[config.mk]
export PLATFORM = sky130hd
export DESIGN_NAME = ddc_slfifo_tx_flat
export DESIGN_NICKNAME = d
export VERILOG_FILES = /design/src/rtl/ddc_tx_pkg.sv /design/src/rtl/ddc_slfifo_tx_if.sv /design/src/rtl/ddc_tx_serializer.sv /design/src/rtl/ddc_slfifo_tx.sv /design/src/flat_wrapper.sv
export SDC_FILE = /design/constraint.sdc
export NUM_CORES = 1
export LEC_CHECK = 0
export ABC_AREA = 0
export CAP_MARGIN = 10
export CORE_MARGIN = 8
export CORE_UTILIZATION = 45
export DETAILED_ROUTE_END_ITERATION = 10
export DONT_BUFFER_PORTS = 1
export PLACE_DENSITY = 0.64
export SYNTH_ARGS = -nofsm -noshare
export SYNTH_HDL_FRONTEND = slang
export SYNTH_SLANG_ARGS = --single-unit
[constraint.sdc]
create_clock -name clk -period 6.89 [get_ports clk]
set_input_delay 1.378 -clock clk [delete_from_list [all_inputs] [get_ports clk]]
set_output_delay 1.378 -clock clk [all_outputs]
set_load 0.05 [all_outputs]
[src/rtl/ddc_tx_pkg.sv]
// rtl/ddc_tx_pkg.sv - Shared types and constants for the DDC slave-FIFO transmitter.
package ddc_tx_pkg;

  typedef enum logic [2:0] {
    IDLE   = 3'd0,
    FETCH  = 3'd1,
    LOAD   = 3'd2,
    SEND   = 3'd3,
    PKTEND = 3'd4
  } state_t;

  function automatic int beats_per_word(input int width_in, input int width_out);
    return width_in / width_out;
  endfunction

  localparam int DBG_STATE_LSB = 5;
  localparam int DBG_PEND      = 4;
  localparam int DBG_RD        = 3;
  localparam int DBG_WR        = 2;
  localparam int DBG_PKTEND    = 1;
  localparam int DBG_FULL_N    = 0;

endpackage

[src/rtl/ddc_slfifo_tx_if.sv]
// rtl/ddc_slfifo_tx_if.sv - DDC FIFO read port and USB slave-FIFO write port bundle.
interface ddc_slfifo_tx_if #(
  parameter int WIDTH_IN  = 128,
  parameter int WIDTH_OUT = 32
);
  logic                 rdempty;
  logic [WIDTH_IN-1:0]  q_data;
  logic                 strobe_rd;
  logic                 flag_full_n;
  logic                 slwr_n;
  logic                 pktend_n;
  logic [WIDTH_OUT-1:0] dq;

  modport master (
    input  rdempty, q_data, flag_full_n,
    output strobe_rd, slwr_n, pktend_n, dq
  );

  modport slave (
    output rdempty, q_data, flag_full_n,
    input  strobe_rd, slwr_n, pktend_n, dq
  );
endinterface

[src/rtl/ddc_tx_serializer.sv]
// rtl/ddc_tx_serializer.sv - Splits one FIFO word into N bus beats, LSB slice first.
module ddc_tx_serializer
  import ddc_tx_pkg::*;
#(
  parameter int WIDTH_IN  = 128,
  parameter int WIDTH_OUT = 32
) (
  input  logic                 clk,
  input  logic                 rst,
  input  logic                 load,
  input  logic                 shift,
  input  logic [WIDTH_IN-1:0]  din,
  output logic [WIDTH_OUT-1:0] dout,
  output logic                 last,
  output logic                 penult
);
  localparam int N  = beats_per_word(WIDTH_IN, WIDTH_OUT);
  localparam int BW = (N > 1) ? $clog2(N) : 1;

  logic [WIDTH_IN-1:0] sr;
  logic [BW-1:0]       beat;

  always_ff @(posedge clk or posedge rst) begin
    if (rst) begin
      sr   <= '0;
      beat <= '0;
    end else if (load) begin
      sr   <= din;
      beat <= '0;
    end else if (shift) begin
      sr   <= sr >> WIDTH_OUT;
      beat <= beat + 1'b1;
    end
  end

  // penult lets the controller register the next FIFO read one beat early
  assign dout   = sr[WIDTH_OUT-1:0];
  assign last   = (beat == BW'(N - 1));
  assign penult = (beat == BW'(N - 2));
endmodule

[src/rtl/ddc_slfifo_tx.sv]
// rtl/ddc_slfifo_tx.sv - DDC FIFO to USB slave-FIFO transmit engine with short-packet commit.
// Define DDC_TX_ZLP_EN to emit a zero-length packet when a burst ends on a packet boundary.
module ddc_slfifo_tx
  import ddc_tx_pkg::*;
#(
  parameter int WIDTH_IN  = 128,
  parameter int WIDTH_OUT = 32,
  parameter int PKT_WORDS = 256
) (
  input  logic            clk,
  input  logic            rst,
  input  logic            enable,
  input  logic            pktend_in,
  input  logic            change_task,
  output logic            busy,
  output logic [7:0]      debug,
  ddc_slfifo_tx_if.master bus
);
  localparam int CW = $clog2(PKT_WORDS);

  state_t        state, state_d;
  logic [CW-1:0] pkt_cnt, cnt_d;
  logic          pend_pktend, pend_d;
  logic          clr_cnt, clr_d;
  logic          strobe_rd, strobe_d;
  logic          slwr_n, slwr_d;
  logic          pktend_n, pktend_d;
  logic [7:0]    debug_d;
  logic          fetch_ok, ser_last, ser_penult;

  ddc_tx_serializer #(
    .WIDTH_IN  (WIDTH_IN),
    .WIDTH_OUT (WIDTH_OUT)
  ) u_ser (
    .clk    (clk),
    .rst    (rst),
    .load   (state == LOAD),
    .shift  (state == SEND),
    .din    (bus.q_data),
    .dout   (bus.dq),
    .last   (ser_last),
    .penult (ser_penult)
  );

  assign fetch_ok = enable && !bus.rdempty && bus.flag_full_n;

  always_comb begin
    state_d  = state;
    cnt_d    = pkt_cnt;
    pend_d   = pend_pktend | pktend_in;
    clr_d    = clr_cnt;
    strobe_d = 1'b0;
    slwr_d   = 1'b1;
    pktend_d = 1'b1;
    debug_d  = '0;
    case (state)
      IDLE: begin
        if (pend_pktend && bus.rdempty) begin
          state_d = PKTEND;
`ifdef DDC_TX_ZLP_EN
          pktend_d = 1'b0;
`else
          pktend_d = (pkt_cnt == '0);
`endif
        end else if (fetch_ok) begin
          state_d  = FETCH;
          strobe_d = 1'b1;
        end
      end
      FETCH: state_d = LOAD;
      LOAD: begin
        state_d = SEND;
        slwr_d  = 1'b0;
      end
      SEND: begin
        cnt_d = pkt_cnt + 1'b1;
        // FIFO data lands one cycle after the read, so the read is issued on the last beat
        if (ser_penult && fetch_ok && !pend_pktend)
          strobe_d = 1'b1;
        if (ser_last) begin
          state_d = strobe_rd ? LOAD : IDLE;
          if (clr_cnt) begin
            cnt_d = '0;
            clr_d = 1'b0;
          end
        end else begin
          slwr_d = 1'b0;
        end
      end
      PKTEND: begin
        state_d = IDLE;
        cnt_d   = '0;
        pend_d  = pktend_in;
      end
      default: state_d = IDLE;
    endcase

    // a new task restarts packet accounting but never cuts a word in flight
    if (change_task) begin
      pend_d = 1'b0;
      if (state == LOAD || (state == SEND && !ser_last)) begin
        clr_d = 1'b1;
      end else begin
        cnt_d = '0;
        clr_d = 1'b0;
      end
    end

    debug_d[DBG_STATE_LSB +: 3] = state_d;
    debug_d[DBG_PEND]           = pend_d;
    debug_d[DBG_RD]             = strobe_d;
    debug_d[DBG_WR]             = ~slwr_d;
    debug_d[DBG_PKTEND]         = ~pktend_d;
    debug_d[DBG_FULL_N]         = bus.flag_full_n;
  end

  always_ff @(posedge clk or posedge rst) begin
    if (rst) begin
      state       <= IDLE;
      pkt_cnt     <= '0;
      pend_pktend <= 1'b0;
      clr_cnt     <= 1'b0;
      strobe_rd   <= 1'b0;
      slwr_n      <= 1'b1;
      pktend_n    <= 1'b1;
      busy        <= 1'b0;
      debug       <= '0;
    end else begin
      state       <= state_d;
      pkt_cnt     <= cnt_d;
      pend_pktend <= pend_d;
      clr_cnt     <= clr_d;
      strobe_rd   <= strobe_d;
      slwr_n      <= slwr_d;
      pktend_n    <= pktend_d;
      busy        <= (state_d != IDLE);
      debug       <= debug_d;
    end
  end

  assign bus.strobe_rd = strobe_rd;
  assign bus.slwr_n    = slwr_n;
  assign bus.pktend_n  = pktend_n;
endmodule

[src/flat_wrapper.sv]
// flat-port wrapper written by rule: the top's interface ports become plain ports
module ddc_slfifo_tx_flat import ddc_tx_pkg::*;
#(
  parameter int WIDTH_IN  = 128,
  parameter int WIDTH_OUT = 32,
  parameter int PKT_WORDS = 256
)
  (clk, rst, enable, pktend_in, change_task, busy, debug, bus_rdempty, bus_q_data, bus_flag_full_n, bus_strobe_rd, bus_slwr_n, bus_pktend_n, bus_dq);
  ddc_slfifo_tx_if #(.WIDTH_IN(WIDTH_IN), .WIDTH_OUT(WIDTH_OUT)) bus_i ();
  input  logic clk;
  input  logic rst;
  input  logic enable;
  input  logic pktend_in;
  input  logic change_task;
  output logic busy;
  output logic [7:0] debug;
  input wire logic [$bits(bus_i.rdempty)-1:0] bus_rdempty;
  input wire logic [$bits(bus_i.q_data)-1:0] bus_q_data;
  input wire logic [$bits(bus_i.flag_full_n)-1:0] bus_flag_full_n;
  output wire logic [$bits(bus_i.strobe_rd)-1:0] bus_strobe_rd;
  output wire logic [$bits(bus_i.slwr_n)-1:0] bus_slwr_n;
  output wire logic [$bits(bus_i.pktend_n)-1:0] bus_pktend_n;
  output wire logic [$bits(bus_i.dq)-1:0] bus_dq;
  assign bus_i.rdempty = bus_rdempty;
  assign bus_i.q_data = bus_q_data;
  assign bus_i.flag_full_n = bus_flag_full_n;
  assign bus_strobe_rd = bus_i.strobe_rd;
  assign bus_slwr_n = bus_i.slwr_n;
  assign bus_pktend_n = bus_i.pktend_n;
  assign bus_dq = bus_i.dq;
  ddc_slfifo_tx #(.WIDTH_IN(WIDTH_IN), .WIDTH_OUT(WIDTH_OUT), .PKT_WORDS(PKT_WORDS)) u_core (.clk(clk), .rst(rst), .enable(enable), .pktend_in(pktend_in), .change_task(change_task), .busy(busy), .debug(debug), .bus(bus_i));
endmodule
### Yosys cells after proc, flatten, opt, wreduce, memory -nomap -nowiden

Index checks and enable logic that the tools add are counted.

| operators by class | value |
|---|---|
| add/sub/neg operators | 2 |
| equality and inequality tests | 6 |
| mux-type cells | 28 |
| bitwise gates (word level) | 3 |
| reduce and logical (&&, ||, !) cells | 17 |

Operators by type and width:

| cell | number |
|---|---|
| 2-to-1 mux 128 bit | 2 |
| 2-to-1 mux 8 bit | 4 |
| case mux 8 bit (2 select lines) | 1 |
| 2-to-1 mux 1 bit | 12 |
| case mux 3 bit (4 select lines) | 1 |
| 2-to-1 mux 3 bit | 3 |
| adder 8 x 1 -> 8 bit (second input constant) | 1 |
| zero test 8 bit | 1 |
| == test 3 x 2 -> 1 bit (second input constant) | 2 |
| logical AND 1 bit | 6 |
| 2-to-1 mux 2 bit | 3 |
| nonzero test 2 bit | 3 |
| == test 2 bit (second input constant) | 2 |
| case mux 1 bit (2 select lines) | 2 |
| == test 3 x 1 -> 1 bit (second input constant) | 1 |
| == test 3 bit (second input constant) | 1 |
| zero test 1 bit | 3 |
| zero test 3 bit | 1 |
| nonzero test 3 bit | 1 |
| adder 2 x 1 -> 2 bit (second input constant) | 1 |
| inverter 1 bit | 2 |
| AND reduction 2 bit | 1 |
| logical OR 1 bit | 1 |
| bitwise OR 1 bit | 1 |

| storage, ports and cells | value |
|---|---|
| register bits | 155 |
| input bits | 135 |
| output and inout port bits | 44 |

### Logic depth before layout (Yosys ltp)

| depth | value |
|---|---|
| word-level depth | 7 |
| depth in mapped cells | 7 |
| gate-level depth less buffers | 5 |

### By module

A second synthesis with hierarchy kept.

| second synthesis, totals | value |
|---|---|
| cells, all modules | 691 |
| area, all modules | 7110.6 um^2 |

Modules (own cells, without submodules):

| module | times used | cells an instance | area each (um^2) |
|---|---|---|---|
| ddc_tx_serializer | 1 | 599 | 6153.4 |
| ddc_slfifo_tx | 1 | 92 | 957.2 |

### Least setup slack after synthesis

OpenSTA, ideal clock, no wires.

| timing path | value |
|---|---|
| path type | reg-to-output |
| start point | register u_core.debug[3] |
| end point | output port debug[3] |
| arrival time | 0.905 ns |
| slack | 4.607 ns |
| cell stages (with the launch flop) | 2 |
| buffers on the path | 1 |
| path through | dfrtp_1 > buf_4 |

RTL lines:

| element | RTL line | source |
|---|---|---|
| from (decl) | ddc_slfifo_tx.sv:16 | `output logic [7:0] debug,` |
| from (signal assigned) | ddc_slfifo_tx.sv:137 | `debug <= debug_d;` |
| to (decl) | flat_wrapper.sv:16 | `output logic [7:0] debug;` |

No word-level cell between the ends.

### Worst setup path in the final report

| timing path | value |
|---|---|
| start point | register u_core.debug[3] |
| end point | output port debug[3] |

No word-level cell between the ends.

==> run summary <==
Synth unique cells: 37
Initial antenna violation count: 0
DR WL met2: 7020 um
Clock Path Buffers: 2
GRT Resource Usage Total: 15.5%
IO buf count: 0
Critical Path AT: 1.37 ns
Worst slew pin tran: 1.07 ns
Die Wd: 141 um
Skew-Pair Late Insertion Delay: 0.42 ns
ANT cells: 0
Synth Area in Simple Gates: 15.1%
Post-DRT Antenna Nets: 0
Slew Viols, Final: 0
CTS tree: done
RSZ-0062 raised after global routing: false
Placed cells: 837
Nature of the critical path endpoint: output pin
Via count: 4,422
DR iter-0 viols: 189
Final period util: 39.9%
Number of flops mapped to enable cells by yosys: 0
WL met1: 6890 um
Mux cell area share after synthesis: 13.7%
Finish-stage setup viols: 0
Post-CTS setup buffer count: 0
Design Area, Final: 7490 sq um
Max Clock Freq: 0.364 GHz
Ys async rst share: 100%
XOR/XNOR share of the synthesized area: 0%
CP Launch Type: register
CTS root buf: clkbuf_16
Sequential element share of the synthesized area: 53.1%
Adder-cell share of the synthesized area: 0.708%
Core Region: 15,600 sq um
Sum of routed wire length over all layers: 15,300 um
Worst-path clk slew: 0.06 ns
Endpoints failing hold: 0
Required @ worst endpoint: 5.51 ns
Pleak: 3.76 nW
Post-Syn Area: 7070 sq um
Die height: 141 um
Post-synthesis compound-gate area fraction: 9.73%
Die ar.: 20,000 sq um
Floorplan row count: 46
CTS resizes: 0
Post-detail-place hpwl: 10,800 um
CP Max Fanout: 3
Top FF cell, synth: dfrtp_1
Htree depth: 4
Minimum clock period: 2.75 ns
Syn_area_per_cell: 10.1 sq um
MaxCap Viol Count: 0
Share of layout cells above drive strength 1: 7.06%
Outcome: completed
Yosys synthesis warning count: 0
Largest net degree at the start of global routing: 84
Routed wl met3: 1170 um
Final #Nets: 779
Drt wl/cell: 17.6 um
Total gr overflow: 0
Finished Layout Cells: 868
Pre-antenna DRT Iters: 4
Top layer in use: met4
Pwr Density: 495 nW/um^2
Hold buffer count at CTS: 0
WS Path Type: reg -> out
Worst VDD drop: 384 uV
Number of clock sinks: 150
Layout Skew: 0.0106 ns
Inserted Clock Buffers: 17
I/O Pins: 179
Vias in the first global route: 4,466
Final Wtd Congestion: 0.778
Syn_nets: 837
# DRC: 0
Power Total: 3.70 mW
DP Area: 6900 sq um
Seq cells post-synth: 150
Reg2Reg Setup Slack: 4.23 ns
Slew HR: 28.7%
Hold Path Class: reg -> reg
DR vias/cell: 5.09
First-pass GRT wire length: 24,200 um
Setup TNS: 0 ns
Syn-to-layout area delta: 5.89%
Synth Instances: 698
Final core occ: 48.0%
Largest family of logic cells by synthesized area: simple AND/OR/NAND/NOR gates
Initial core utilization: 45.3%
-- layout by cell type, fill, tap and decap left out, types with 2 or more instances in the layout --
cell type,n
inv_1,9
ha_1,4
clkbuf_8,4
a211oi_1,3
a311oi_1,4
dfrtp_1,147
mux2i_1,97
dfstp_2,2
clkbuf_16,17
nor2_1,9
buf_4,5
nor3_1,3
o21ai_0,97
nand2_1,172
nand3_1,2
a21oi_1,8
and3_1,2
bufinv_16,2
nand3b_1,34
nand2b_1,3
clkinv_2,5
-- layout make-up --
type / count / area, sq um
sequential: 150 / 3760
tap: 216 / 270
fill: 1446 / 8110
clock buffer: 22 / 484
inverter: 10 / 42.5
clock inverter: 9 / 101
multi-input combinational: 456 / 2790
timing repair buffer: 5 / 37.5
-- flip-flops by register name, summed over array words and instances, names as in the netlist --
register and count:
u_core.clr_cnt 1, u_core.u_ser.sr 128, u_core.debug 8, u_core.pkt_cnt 8, u_core.bus.slwr_n 1, u_core.busy 1
u_core.bus.pktend_n 1, u_core.u_ser.beat 2
-- where the power goes --
part           internal (mW)  switching [mW]  leakage, nW
registers               1.24           0.559         1.94
logic                  0.398           0.602         1.52
clock network          0.567           0.340        0.292
total                   2.20            1.50         3.76
-- synthesized netlist by cell type (3+ instances only) --
cell type	number	area, sq um
a211oi_1	3	22.5
ha_1	4	50.1
o21ai_0	97	485
dfrtp_1	148	3700
nand3b_1	34	255
buf_6	3	33.8
buf_2	25	125
a21oi_1	8	40.0
buf_4	37	278
inv_1	10	37.5
a311oi_1	4	35.0
nor2_1	9	33.8
mux2i_1	97	971
nand2b_1	4	25.0
clkbuf_1	17	63.8
nand2_1	172	646
nor3_1	3	15.0
-- routing by layer --
metal | vias up | track usage, %
met4 | 0 | 5.60
met1 | 2066 | 20.0
met3 | 15 | 5.41
li1 | 2220 | -
met5 | - | 0
met2 | 121 | 23.8
-- through the flow --
stage / setup WS, ns / hold slack, ns
finish: 4.14 / 0.464
global route: 3.95 / 0.491
CTS: 4.12 / 0.469
detailed placement: 4.05 / 0.456
global placement: 4.10 / 0.449
floorplan: 1.48 / 0.438
-- kinds of logic (layout without fill, tap and decap cells) --
kind of cell | Yosys count | after routing
AND/OR/NAND/NOR | 233 | 233
flip-flops | 150 | 150
AO/OA/AOI/OAI | 122 | 122
multiplexers | 97 | 97
buffers and inverters | 92 | 46
adder cells (fa/ha/maj) | 4 | 4
-- path summary, 6_finish.rpt --
kind	startpoint	endpoint	depth (start not counted)
worst max-delay path	u_core.debug[3]	debug[3]	0
worst min-delay path	u_core.u_ser.sr[127]	u_core.u_ser.sr[127]	2
worst max register to register	u_core.debug[7]	u_core.u_ser.sr[20]	3
worst min register to register	u_core.u_ser.sr[127]	u_core.u_ser.sr[127]	2
max in group asynchronous	rst	u_core.u_ser.sr[121]	2
min in group asynchronous	rst	u_core.u_ser.sr[6]	1
Note: power is estimated with default switching activity, not from simulation.
